### src/rtl/rv_rr_arb_if.sv
// Valid/ready bundle between four requesters and one shared output stream.
// The arbiter connects through the slave modport; the environment uses master.
interface rv_rr_arb_if #(
    parameter int unsigned wd = 4,
    parameter int unsigned N  = 4
);
    logic [N*wd-1:0] datain;
    logic [N-1:0]    datain_last;
    logic [N-1:0]    datain_val;
    logic [N-1:0]    datain_rdy;
    logic [wd-1:0]   dataout;
    logic            dataout_last;
    logic [1:0]      dataout_src;
    logic            dataout_val;
    logic            dataout_rdy;

    modport master (
        output datain, datain_last, datain_val, dataout_rdy,
        input  datain_rdy, dataout, dataout_last, dataout_src, dataout_val
    );

    modport slave (
        input  datain, datain_last, datain_val, dataout_rdy,
        output datain_rdy, dataout, dataout_last, dataout_src, dataout_val
    );
endinterface

### src/rtl/rv_rr_arb.sv
// Four-way packet-aware round-robin arbiter with a registered main+skid output.
// Upstream ready depends only on datain_val and registered state.
module rv_rr_arb #(
    parameter int unsigned wd = 4,
    parameter int unsigned N  = 4
) (
    input logic         clk,
    input logic         rst,
    rv_rr_arb_if.slave  bus
);
    typedef enum logic {IDLE, LOCKED} state_t;

    state_t          state;
    state_t          state_nxt;
    logic [1:0]      ptr;
    logic [1:0]      lock_src;
    logic [1:0]      gnt;
    logic            gnt_vld;
    logic            acc;
    logic            acc_last;
    logic [wd-1:0]   acc_data;
    logic            out_xfer;

    logic [wd-1:0]   main_data;
    logic            main_last;
    logic [1:0]      main_src;
    logic            main_val;
    logic [wd-1:0]   skid_data;
    logic            skid_last;
    logic [1:0]      skid_src;
    logic            skid_val;

    // FSM state register
    always_ff @(posedge clk) begin
        if (rst) state <= IDLE;
        else     state <= state_nxt;
    end

    // FSM next state: a non-last beat locks, a last beat releases
    always_comb begin
        state_nxt = state;
        if (acc) state_nxt = acc_last ? IDLE : LOCKED;
    end

    // FSM outputs: grant and per-requester ready
    always_comb begin
        gnt     = '0;
        gnt_vld = 1'b0;
        if (state == LOCKED) begin
            gnt     = lock_src;
            gnt_vld = 1'b1;
        end else begin
            // walk backwards so the requester closest to ptr wins
            for (int k = 3; k >= 0; k--) begin
                if (bus.datain_val[ptr + 2'(k)]) begin
                    gnt     = ptr + 2'(k);
                    gnt_vld = 1'b1;
                end
            end
        end
        bus.datain_rdy = '0;
        if (gnt_vld && !skid_val) bus.datain_rdy[gnt] = 1'b1;
    end

    always_comb begin
        acc_data = '0;
        acc_last = 1'b0;
        for (int i = 0; i < 4; i++) begin
            if (gnt == 2'(i)) begin
                acc_data = bus.datain[i*wd +: wd];
                acc_last = bus.datain_last[i];
            end
        end
    end

    assign acc      = |(bus.datain_val & bus.datain_rdy);
    assign out_xfer = main_val && bus.dataout_rdy;

    // round-robin pointer and packet owner
    always_ff @(posedge clk) begin
        if (rst) begin
            ptr      <= '0;
            lock_src <= '0;
        end else if (acc) begin
            if (acc_last) ptr      <= gnt + 2'd1;
            else          lock_src <= gnt;
        end
    end

    // main/skid output stage; accept is impossible while skid is full
    always_ff @(posedge clk) begin
        if (rst) begin
            main_data <= '0;
            main_last <= 1'b0;
            main_src  <= '0;
            main_val  <= 1'b0;
            skid_data <= '0;
            skid_last <= 1'b0;
            skid_src  <= '0;
            skid_val  <= 1'b0;
        end else if (acc) begin
            if (!main_val || out_xfer) begin
                main_data <= acc_data;
                main_last <= acc_last;
                main_src  <= gnt;
                main_val  <= 1'b1;
            end else begin
                skid_data <= acc_data;
                skid_last <= acc_last;
                skid_src  <= gnt;
                skid_val  <= 1'b1;
            end
        end else if (out_xfer) begin
            if (skid_val) begin
                main_data <= skid_data;
                main_last <= skid_last;
                main_src  <= skid_src;
                skid_val  <= 1'b0;
            end else begin
                main_val  <= 1'b0;
            end
        end
    end

    assign bus.dataout      = main_data;
    assign bus.dataout_last = main_last;
    assign bus.dataout_src  = main_src;
    assign bus.dataout_val  = main_val;
endmodule

### src/flat_wrapper.sv
// flat-port wrapper written by rule: the top's interface ports become plain ports
module rv_rr_arb_flat 
#(
    parameter int unsigned wd = 4,
    parameter int unsigned N  = 4
)
  (clk, rst, bus_datain, bus_datain_last, bus_datain_val, bus_dataout_rdy, bus_datain_rdy, bus_dataout, bus_dataout_last, bus_dataout_src, bus_dataout_val);
  rv_rr_arb_if #(.wd(wd), .N(N)) bus_i ();
  input logic clk;
  input logic rst;
  input wire logic [$bits(bus_i.datain)-1:0] bus_datain;
  input wire logic [$bits(bus_i.datain_last)-1:0] bus_datain_last;
  input wire logic [$bits(bus_i.datain_val)-1:0] bus_datain_val;
  input wire logic [$bits(bus_i.dataout_rdy)-1:0] bus_dataout_rdy;
  output wire logic [$bits(bus_i.datain_rdy)-1:0] bus_datain_rdy;
  output wire logic [$bits(bus_i.dataout)-1:0] bus_dataout;
  output wire logic [$bits(bus_i.dataout_last)-1:0] bus_dataout_last;
  output wire logic [$bits(bus_i.dataout_src)-1:0] bus_dataout_src;
  output wire logic [$bits(bus_i.dataout_val)-1:0] bus_dataout_val;
  assign bus_i.datain = bus_datain;
  assign bus_i.datain_last = bus_datain_last;
  assign bus_i.datain_val = bus_datain_val;
  assign bus_i.dataout_rdy = bus_dataout_rdy;
  assign bus_datain_rdy = bus_i.datain_rdy;
  assign bus_dataout = bus_i.dataout;
  assign bus_dataout_last = bus_i.dataout_last;
  assign bus_dataout_src = bus_i.dataout_src;
  assign bus_dataout_val = bus_i.dataout_val;
  rv_rr_arb #(.wd(wd), .N(N)) u_core (.clk(clk), .rst(rst), .bus(bus_i));
endmodule
### config.mk
export PLATFORM = sky130hd
export DESIGN_NAME = rv_rr_arb_flat
export DESIGN_NICKNAME = d
export VERILOG_FILES = /design/src/rtl/rv_rr_arb_if.sv /design/src/rtl/rv_rr_arb.sv /design/src/flat_wrapper.sv
export SDC_FILE = /design/constraint.sdc
export NUM_CORES = 1
export LEC_CHECK = 0
export CAP_MARGIN = 20
export CELL_PAD_IN_SITES_DETAIL_PLACEMENT = 2
export CELL_PAD_IN_SITES_GLOBAL_PLACEMENT = 2
export CORE_MARGIN = 8
export CORE_UTILIZATION = 27
export DETAILED_ROUTE_END_ITERATION = 10
export PLACE_DENSITY_LB_ADDON = 0.1
export SYNTH_ARGS = -nofsm -noshare
export SYNTH_HDL_FRONTEND = slang
export SYNTH_SLANG_ARGS = --single-unit
### constraint.sdc
create_clock -name clk -period 3.5 [get_ports clk]
set_clock_uncertainty 0.2 [all_clocks]
set_input_delay 0.7 -clock clk [delete_from_list [all_inputs] [get_ports clk]]
set_output_delay 0.7 -clock clk [all_outputs]
set_load 0.05 [all_outputs]
### Yosys cells after proc, flatten, opt, wreduce, memory -nomap -nowiden

Index checks and enable logic that the tools add are counted.

* add/subtract/negate cells: 4
* multiply operators: 0
* divide/modulo/power cells: 0
* $lt $le $gt $ge: 6
* equality and inequality tests: 6
* shifts and indexed selects: 0
* mux-type cells: 49
* bitwise gates (word level): 3
* reduce and logical (&&, ||, !) cells: 16

Operators with widths (number)
* 2-to-1 mux 4 bit: 9
* 2-to-1 mux 1 bit: 26
* 2-to-1 mux 2 bit: 9
* less-than comparator 2 x 3 -> 1 bit (second input constant): 5
* binary-select mux 1 bit (select 2 bit): 4
* AND reduction 2 bit: 4
* AND reduction 3 bit: 2
* adder 2 x 1 -> 2 bit (second input constant): 2
* adder 2 bit (second input constant): 2
* bitwise AND 4 bit: 1
* == test 2 bit (second input constant): 2
* != test 2 bit (second input constant): 2
* nonzero test 2 bit: 2
* OR reduction 4 bit: 1
* logical AND 1 bit: 3
* demux 1 bit (select 2 bit): 1
* == test 2 x 1 -> 1 bit (second input constant): 1
* greater-or-equal comparator 2 x 1 -> 1 bit (second input constant): 1
* zero test 1 bit: 2
* zero test 2 bit: 1
* != test 2 x 1 -> 1 bit (second input constant): 1
* inverter 1 bit: 2
* logical OR 1 bit: 1

* flip-flop bits (word level): 21
* bits in latches: 0
* memory bits (writable): 0
* memory bits (read-only): 0
* bits of input ports: 27
* output and inout port bits: 12
* logic and storage cells: 95
* memories kept: 0

### Longest topological paths before layout

Gate-level depths: netlist (run 1).

* word-level depth: 17
* mapped depth: 13
* gate-level depth less buffers: 12

### Worst setup path before layout (run 1)

No wires, ideal clock.

* path kind: input port to flip-flop
* start: input port bus_datain_val[0]
* end: register u_core.skid_val
* library setup time: 0.154 ns
* data arrival time: 2.837 ns
* data required time: 3.146 ns
* setup slack: 0.310 ns
* stages: 13
* path buffers: 1
* cells stage by stage: nor2b_1 -> nor2_1 -> nor2_1 -> o41ai_1 -> inv_1 -> ha_1 -> a22oi_1 -> nand2_1 -> o21ai_1 -> a31oi_4 -> buf_6 -> a21oi_1 -> a211oi_1

* cells in the longest elaborated chain, start to end: 16
* elaborated cells on any way between the ends: 31
* classes of those cells: 2 x order compare; 1 x eq/ne; 22 x mux; 1 x bitwise; 5 x reduce/logical

Ends and longest elaborated chain
* from (decl): RTL line flat_wrapper.sv:13 `input wire logic [$bits(bus_i.datain_val)-1:0] bus_datain_val;`
* binary-select mux 1 bit (select 2 bit): RTL line rv_rr_arb.sv:55 `if (bus.datain_val[ptr + 2'(k)]) begin`
* 2-to-1 mux 1 bit (implied by the code): RTL line rv_rr_arb.sv:55
* 2-to-1 mux 2 bit (3 in series): RTL line rv_rr_arb.sv:55
* 2-to-1 mux 2 bit *: RTL line rv_rr_arb.sv:55
* 2-to-1 mux 2 bit *: RTL line rv_rr_arb.sv:49 `if (state == LOCKED) begin`
* net u_core.gnt[1]: RTL line rv_rr_arb.sv:17 `logic [1:0] gnt;`
* less-than comparator 2 x 3 -> 1 bit (implied by the code) / greater-or-equal comparator 2 x 1 -> 1 bit (equally long branches): RTL line rv_rr_arb.sv:62 `if (gnt_vld && !skid_val) bus.datain_rdy[gnt] = 1'b1;`
* logical AND 1 bit (implied by the code): RTL line rv_rr_arb.sv:62
* 2-to-1 mux 1 bit (implied by the code): RTL line rv_rr_arb.sv:62
* demux 1 bit (select 2 bit) *
* 2-to-1 mux 4 bit *: RTL line rv_rr_arb.sv:62
* bitwise AND 4 bit *: RTL line rv_rr_arb.sv:76 `assign acc = |(bus.datain_val & bus.datain_rdy);`
* OR reduction 4 bit *: RTL line rv_rr_arb.sv:76
* != test 2 bit (no line) / nonzero test 2 bit (equally long branches)
* AND reduction 2 bit (no line)
* to (signal assigned): RTL line rv_rr_arb.sv:100 `skid_val <= 1'b0;`
* to (signal assigned): RTL line rv_rr_arb.sv:111 `skid_val <= 1'b1;`
* to (signal assigned): RTL line rv_rr_arb.sv:118 `skid_val <= 1'b0;`
* to (decl): RTL line rv_rr_arb.sv:31 `logic skid_val;`

Mark *: on every way through the listed nets, which the timed path passes. The rest lies on a longest branch. The select of a mux whose other input is x is not followed.
A chain may end at the register's enable or synchronous reset.

### Worst setup path in the final report (run 1)

* start: input port bus_datain_val[3]
* end: output port bus_datain_rdy[1]

* cells in the longest elaborated chain, start to end: 12
* elaborated cells on any way between the ends: 25
* classes of those cells: 2 x order compare; 21 x mux; 2 x reduce/logical

Ends and longest elaborated chain
* binary-select mux 1 bit (select 2 bit): RTL line rv_rr_arb.sv:55
* 2-to-1 mux 1 bit (implied by the code): RTL line rv_rr_arb.sv:55
* 2-to-1 mux 2 bit (3 in series): RTL line rv_rr_arb.sv:55
* 2-to-1 mux 2 bit *: RTL line rv_rr_arb.sv:55
* 2-to-1 mux 2 bit *: RTL line rv_rr_arb.sv:49
* net u_core.gnt[1]: RTL line rv_rr_arb.sv:17
* less-than comparator 2 x 3 -> 1 bit (implied by the code) / greater-or-equal comparator 2 x 1 -> 1 bit (equally long branches): RTL line rv_rr_arb.sv:62
* logical AND 1 bit (implied by the code): RTL line rv_rr_arb.sv:62
* 2-to-1 mux 1 bit (implied by the code): RTL line rv_rr_arb.sv:62
* demux 1 bit (select 2 bit) *
* 2-to-1 mux 4 bit *: RTL line rv_rr_arb.sv:62
* to (decl): RTL line flat_wrapper.sv:15 `output wire logic [$bits(bus_i.datain_rdy)-1:0] bus_datain_rdy;`

Marks and branches as above.

==> flow_summary.json, run 1 <==
{
  "status": "completed",
  "synthesis.area_um2": 1290,
  "io_buffers": 38,
  "drtPass1Iterations": 5,
  "start_util_pct": 27.8,
  "placed_area_um2": 1850,
  "cp.required_ns": 2.60,
  "seq_area_frac_synth_pct": 32.5,
  "synthArstFlopShare_pct": 0,
  "place_congestion": 0.820,
  "grt_pass1_vias": 1569,
  "r2r_slack_ns": 0.50,
  "coreArea_um2": 4660,
  "hold_path_class": "flop to flop",
  "grt_usage_pct": 13.8,
  "n_antenna_cell": 0,
  "synth_top_area_share_pct": 32.5,
  "ys_types": 37,
  "drv_slew": 0,
  "synth_area_per_cell_um2": 8.58,
  "synth_nets": 181,
  "cts_max_level": 1,
  "post-route-drc-count": 0,
  "area_growth_pct": 52.4,
  "period_minus_slack_ns": 3.32,
  "syn_inst": 151,
  "place_hpwl_um": 3820,
  "grt_overflow": 0,
  "tns_ns": 0,
  "cts_sinks": 21,
  "synth-edff-count": 0,
  "fin_nets": 240,
  "antenna_found_initial": 0,
  "dieArea_um2": 7270,
  "clk_pin_slew_worst_paths_ns": 0.08,
  "cap_viol_max_count": 0,
  "io_pins": 39,
  "drtIter0Drc": 23,
  "finalCritPeriodShare_pct": 94.9,
  "fillers": 515,
  "end_kind": "output pin",
  "tightestPinTransition_ns": 0.624,
  "ys_ff_latch": 21,
  "start_kind": "input pin",
  "clockRootBuffer": "clkbuf_8",
  "vias_per_cell": 5.21,
  "cts_buffers": 3,
  "avgRoutedWirePerCell_um": 18.7,
  "synth_top_cell_by_area": "dfxtp_1",
  "cts_tree": "yes",
  "dieHeight_um": 85.3,
  "synthTopCellsByCount": "dfxtp_1 (21), nor2_1 (15), nand2_1 (11), a21oi_1 (10), nor3_1 (9)",
  "irDropWorstVdd_uv": 294,
  "die_w_um": 85.3,
  "yosysMostFrequentCell": "dfxtp_1",
  "rsz0062_at_grt": "no",
  "synthTopCellsByArea": "dfxtp_1 (32%), mux2i_1 (5.4%), o2bb2ai_1 (4.7%), nor2_1 (4.3%), a21oi_1 (3.9%)",
  "clock.fmax_mhz": 301,
  "drive_gt1_share_pct": 22.5,
  "cts_hold_buf": 0,
  "power.density_nw_per_um2": 760,
  "finalInstanceArea_um2": 1970,
  "hold_viol": 0,
  "crit_type": "input pin to output pin",
  "critPathMaxFanout": 5,
  "grt_pass1_wl_um": 8060,
  "yosysWarningCount": 0,
  "clkLatencyLatePin_ns": 0.25,
  "holdWs_ns": 0.271,
  "synth_ff_type": "dfxtp_1",
  "clock_path_buffers": 2,
  "grt_max_degree": 17,
  "finalWirelength_um": 4910,
  "vias": 1371,
  "slew_headroom_pct": 58.3,
  "p_leak_nw": 0.739,
  "ant_nets": 0,
  "rows": 25,
  "setup_viol": 0,
  "cp.arrival_ns": 2.42
}
==> cells by family after synthesis <==
kind of cell / synth area share [%]
AOI/OAI and AO/OA: 31.5
DFF: 32.5
adders and majority gates: 2.90
muxes: 8.89
and+or+nand+nor: 19.5
buffers and inverters: 4.73
==> worst max-delay path, cell delays in order <==
cell and delay (ns):
dlygate4sd2_1 0.34, nor2_1 0.10, o41ai_2 0.34, buf_4 0.18
inv_1 0.06, ha_1 0.22, buf_4 0.16, and2_1 0.13
buf_4 0.18
==> final cells by class <==
cell class	instances	area, um^2	share of cell area [%]
clock buffer	4	45.0	2.28
tap	54	67.6	3.42
timing repair buffer	60	568	28.8
multi-input combinational	118	850	43.1
sequential	21	420	21.3
inverter	6	22.5	1.14
==> per-stage QoR <==
| step | std cells | power, mW | util [%] | setup WS (ns) |
|---|---|---|---|---|
| after floorplan | 151 | 0.938 | - | 0.310 |
| after CTS | 261 | 1.47 | 41.3 | 0.0292 |
| after global routing | 263 | 1.61 | 42.3 | 0.0227 |
| final | 263 | 1.50 | 42.3 | 0.178 |
| after detailed placement | 255 | 1.29 | 39.8 | -0.379 |
| after global placement | 255 | 1.25 | 39.8 | -0.234 |
==> placed cells by master (no fill, tap or decap), drive strengths merged, types with 2 or more instances in the layout <==
cell and instances:
clkdlybuf4s50 30, mux2 4, nand3 3, a21oi 11, nor2b 5, o2bb2ai 7
dlygate4sd2 2, and2 5, ha 3, nand2 11, a211oi 4, clkbuf 5
buf 26, nor3 9, nand2b 2, a22oi 6, inv 6, nor2 15
a311oi 3, mux2i 7, dfxtp 21, o21ai 10
==> worst paths after layout <==
kind                              start                    end  cells after the start
hold reg to reg   u_core.bus.dataout[3]  u_core.bus.dataout[3]                      1
hold / removal    u_core.bus.dataout[3]  u_core.bus.dataout[3]                      1
setup / recovery      bus_datain_val[3]      bus_datain_rdy[1]                      9
setup reg to reg          u_core.ptr[1]  u_core.bus.dataout[0]                     13
==> metal layers <==
metal  track usage, %  vias to the layer above  part of all wire [%]
met5                0                        -                     0
met4             3.98                        0                  0.90
met3             2.41                        4                   4.0
met2             23.8                       34                    48
met1             16.9                      655                    47
li1                 -                      678                     -
==> report_power, final <==
group          total [mW]  internal [mW]  switching [mW]
Combinational       0.993          0.438           0.555
Clock               0.155         0.0809          0.0745
Sequential          0.352          0.291          0.0604
Total                1.50          0.811           0.690
==> repair_timing <==
action,4_1_cts,5_1_grt
endpoints found under the setup margin,23,23
gates resized for setup,6,8
pin swaps,1,4
buffers inserted,2,2
hold endpoints to repair,0,0
==> registers in the layout, summed over array words and instances, names as in the netlist <==
signal	cells
u_core.skid_val	1
u_core.skid_last	1
u_core.lock_src	2
u_core.skid_src	2
u_core.bus.dataout_last	1
u_core.skid_data	4
u_core.bus.dataout	4
u_core.ptr	2
u_core.bus.dataout_val	1
u_core.state	1
u_core.bus.dataout_src	2
(Power assumes the default switching activity.)
==> inputs of run 2 (changes only) <==
CORE_MARGIN = 2   (was 8)
==> run 2 against run 1 <==
Flip-flop and latch count is the same. Highest routed layer unchanged. Worst hold slack got worse by 0.0016 ns. Total power shrank 1.6%. Critical endpoint unchanged. Clock-buffer cell count is the same. Sequential power hardly changed. Final cell count is 0.38% higher. Worst setup slack gained 0.015 ns. Largest power group unchanged. First-iteration DRC count grew 30%.
==> flow_summary.json, run 2 (synthesis gave the netlist of run 1 again) <==
{
  "cts_sinks": 21,
  "rsz0062_at_grt": "no",
  "ant_nets": 0,
  "finalCritPeriodShare_pct": 94.5,
  "area_growth_pct": 50.7,
  "pwr-share-clk_pct": 10.6,
  "layout_commonest_cell": "clkdlybuf4s50_1",
  "hold_depth": 1,
  "die_w_um": 73.3,
  "start_util_pct": 27.8,
  "place_congestion": 0.861,
  "cts_hold_buf": 0,
  "drv_slew": 0,
  "critPathMaxFanout": 5,
  "min-delay-start": "u_core.bus.dataout[0]",
  "cap_viol_max_count": 0,
  "grt_pass1_vias": 1504,
  "r2r_end": "u_core.skid_src[1]",
  "clock.fmax_mhz": 302,
  "drtIter0Drc": 30,
  "r2r_slack_ns": 0.60,
  "vias_per_cell": 5.26,
  "grt_overflow": 0,
  "dieArea_um2": 5370,
  "cp.required_ns": 2.60,
  "power.density_nw_per_um2": 757,
  "crit_type": "input pin to output pin",
  "end_kind": "output pin",
  "grt_usage_pct": 17.5,
  "swShare_pct": 46.6,
  "grt_max_degree": 17,
  "tightestPinTransition_ns": 0.600,
  "r2r-start": "u_core.ptr[1]",
  "status": "completed",
  "n_antenna_cell": 0,
  "final_cells": 264,
  "period_minus_slack_ns": 3.31,
  "clockRootBuffer": "clkbuf_8",
  "clock_path_buffers": 2,
  "post-route-drc-count": 0,
  "io_buffers": 38,
  "finalWirelength_um": 4600,
  "cts_tree": "yes",
  "setup_viol": 0,
  "switchingPower_mw": 0.688,
  "cp.arrival_ns": 2.41,
  "p_int_mw": 0.789,
  "rows": 25,
  "clkLatencyLatePin_ns": 0.26,
  "hold_viol": 0,
  "dp.cells": 259,
  "drtPass1Iterations": 4,
  "mostFrequentLayoutCells": "clkdlybuf4s50_1 (30), buf_4 (24), dfxtp_1 (21)",
  "slew_headroom_pct": 59.9,
  "post-route-util_pct": 41.9,
  "cts_max_level": 1,
  "start_kind": "input pin",
  "antenna_found_initial": 0,
  "seq_power_share_pct": 23.6,
  "min_to": "u_core.bus.dataout[0]",
  "dieHeight_um": 73.3,
  "drive_gt1_share_pct": 20.0,
  "place_hpwl_um": 3560,
  "cts_buffers": 3,
  "hold_path_class": "flop to flop",
  "fin_nets": 241,
  "io_pins": 39,
  "reg2reg_depth": 11,
  "coreArea_um2": 4660,
  "grt_pass1_wl_um": 7430,
  "irDropWorstVdd_uv": 259,
  "vias": 1389,
  "avgRoutedWirePerCell_um": 17.4,
  "comb_power_share_pct": 65.7,
  "fillers": 530,
  "clk_pin_slew_worst_paths_ns": 0.08,
  "p_leak_nw": 0.732
}
==> run 2: cell count changes in the layout (fill, tap and decap cells not counted), sizes merged <==
cell and delta:
a31oi +1, clkbuf -1, dlygate4sd2 +1
==> run 2: how the worst max path moves through the flow <==
| stage | from | to | slack (ns) | cells past startpoint |
|---|---|---|---|---|
| finish | bus_datain_val[0] | bus_datain_rdy[1] | 0.19 | 11 |
| global route | bus_datain_val[0] | u_core.skid_src[1] | 0.03 | 12 |
| CTS | bus_datain_val[3] | bus_datain_rdy[1] | 0.003 | 9 |
| detailed placement | bus_datain_val[0] | u_core.bus.dataout_last | -0.33 | 14 |
| global placement | bus_datain_val[0] | u_core.lock_src[0] | -0.18 | 12 |
| floorplan | bus_datain_val[0] | u_core.skid_val | 0.31 | 13 |
==> run 2: power groups by stage <==
stage	sequential, mW	combinational [mW]	clock, mW
2_1_floorplan	0.393	0.545	0
3_3_place_gp	0.349	0.918	0
3_5_place_dp	0.354	0.945	0
4_1_cts	0.350	0.969	0.161
5_1_grt	0.360	1.05	0.176
6_report	0.349	0.971	0.157
==> run 2: what timing repair did <==
action / CTS / global route
gates cloned: 1 / 0
resized for setup: 6 / 1
buffers inserted: 0 / 0
pin swaps: 2 / 0
setup endpoints to repair: 16 / 11
==> run 2: area by class of cell <==
class                      count  area, um^2  area share [%]
sequential                    21         420            21.5
inverter                       6        22.5            1.15
timing repair buffer          60         559            28.7
multi-input combinational    119         837            42.9
tap                           54        67.6            3.46
clock buffer                   4        45.0            2.31
==> run 2: per-stage QoR <==
stage	hold WS [ns]	setup WS (ns)	cell area [um^2]	total power, mW	TNS, ns
after global routing	0.301	0.0319	1950	1.59	0
final	0.269	0.193	1950	1.48	0
after CTS	0.280	0.00263	1950	1.48	0
after detailed placement	0.248	-0.331	1880	1.30	-5.78
after global placement	0.247	-0.182	1880	1.27	-2.86
after floorplan	0.275	0.310	1290	0.938	0
==> run 2: critical path, cell delays in order <==
cell           delay, ns
dlygate4sd2_1       0.28
nor2b_1             0.17
nor2_1              0.09
nor2_1              0.06
o41ai_2             0.21
buf_4               0.17
inv_1               0.06
ha_1                0.20
buf_4               0.15
and2_1              0.13
buf_4               0.18
==> run 2: layer usage <==
metal  vias to the layer above  global-route usage [%]  wire [um]
met1                       667                    23.1       2130
met2                        35                    30.6       2230
li1                        682                       -          -
met5                         -                       0          0
met4                         0                    3.91         51
met3                         5                    1.65        189
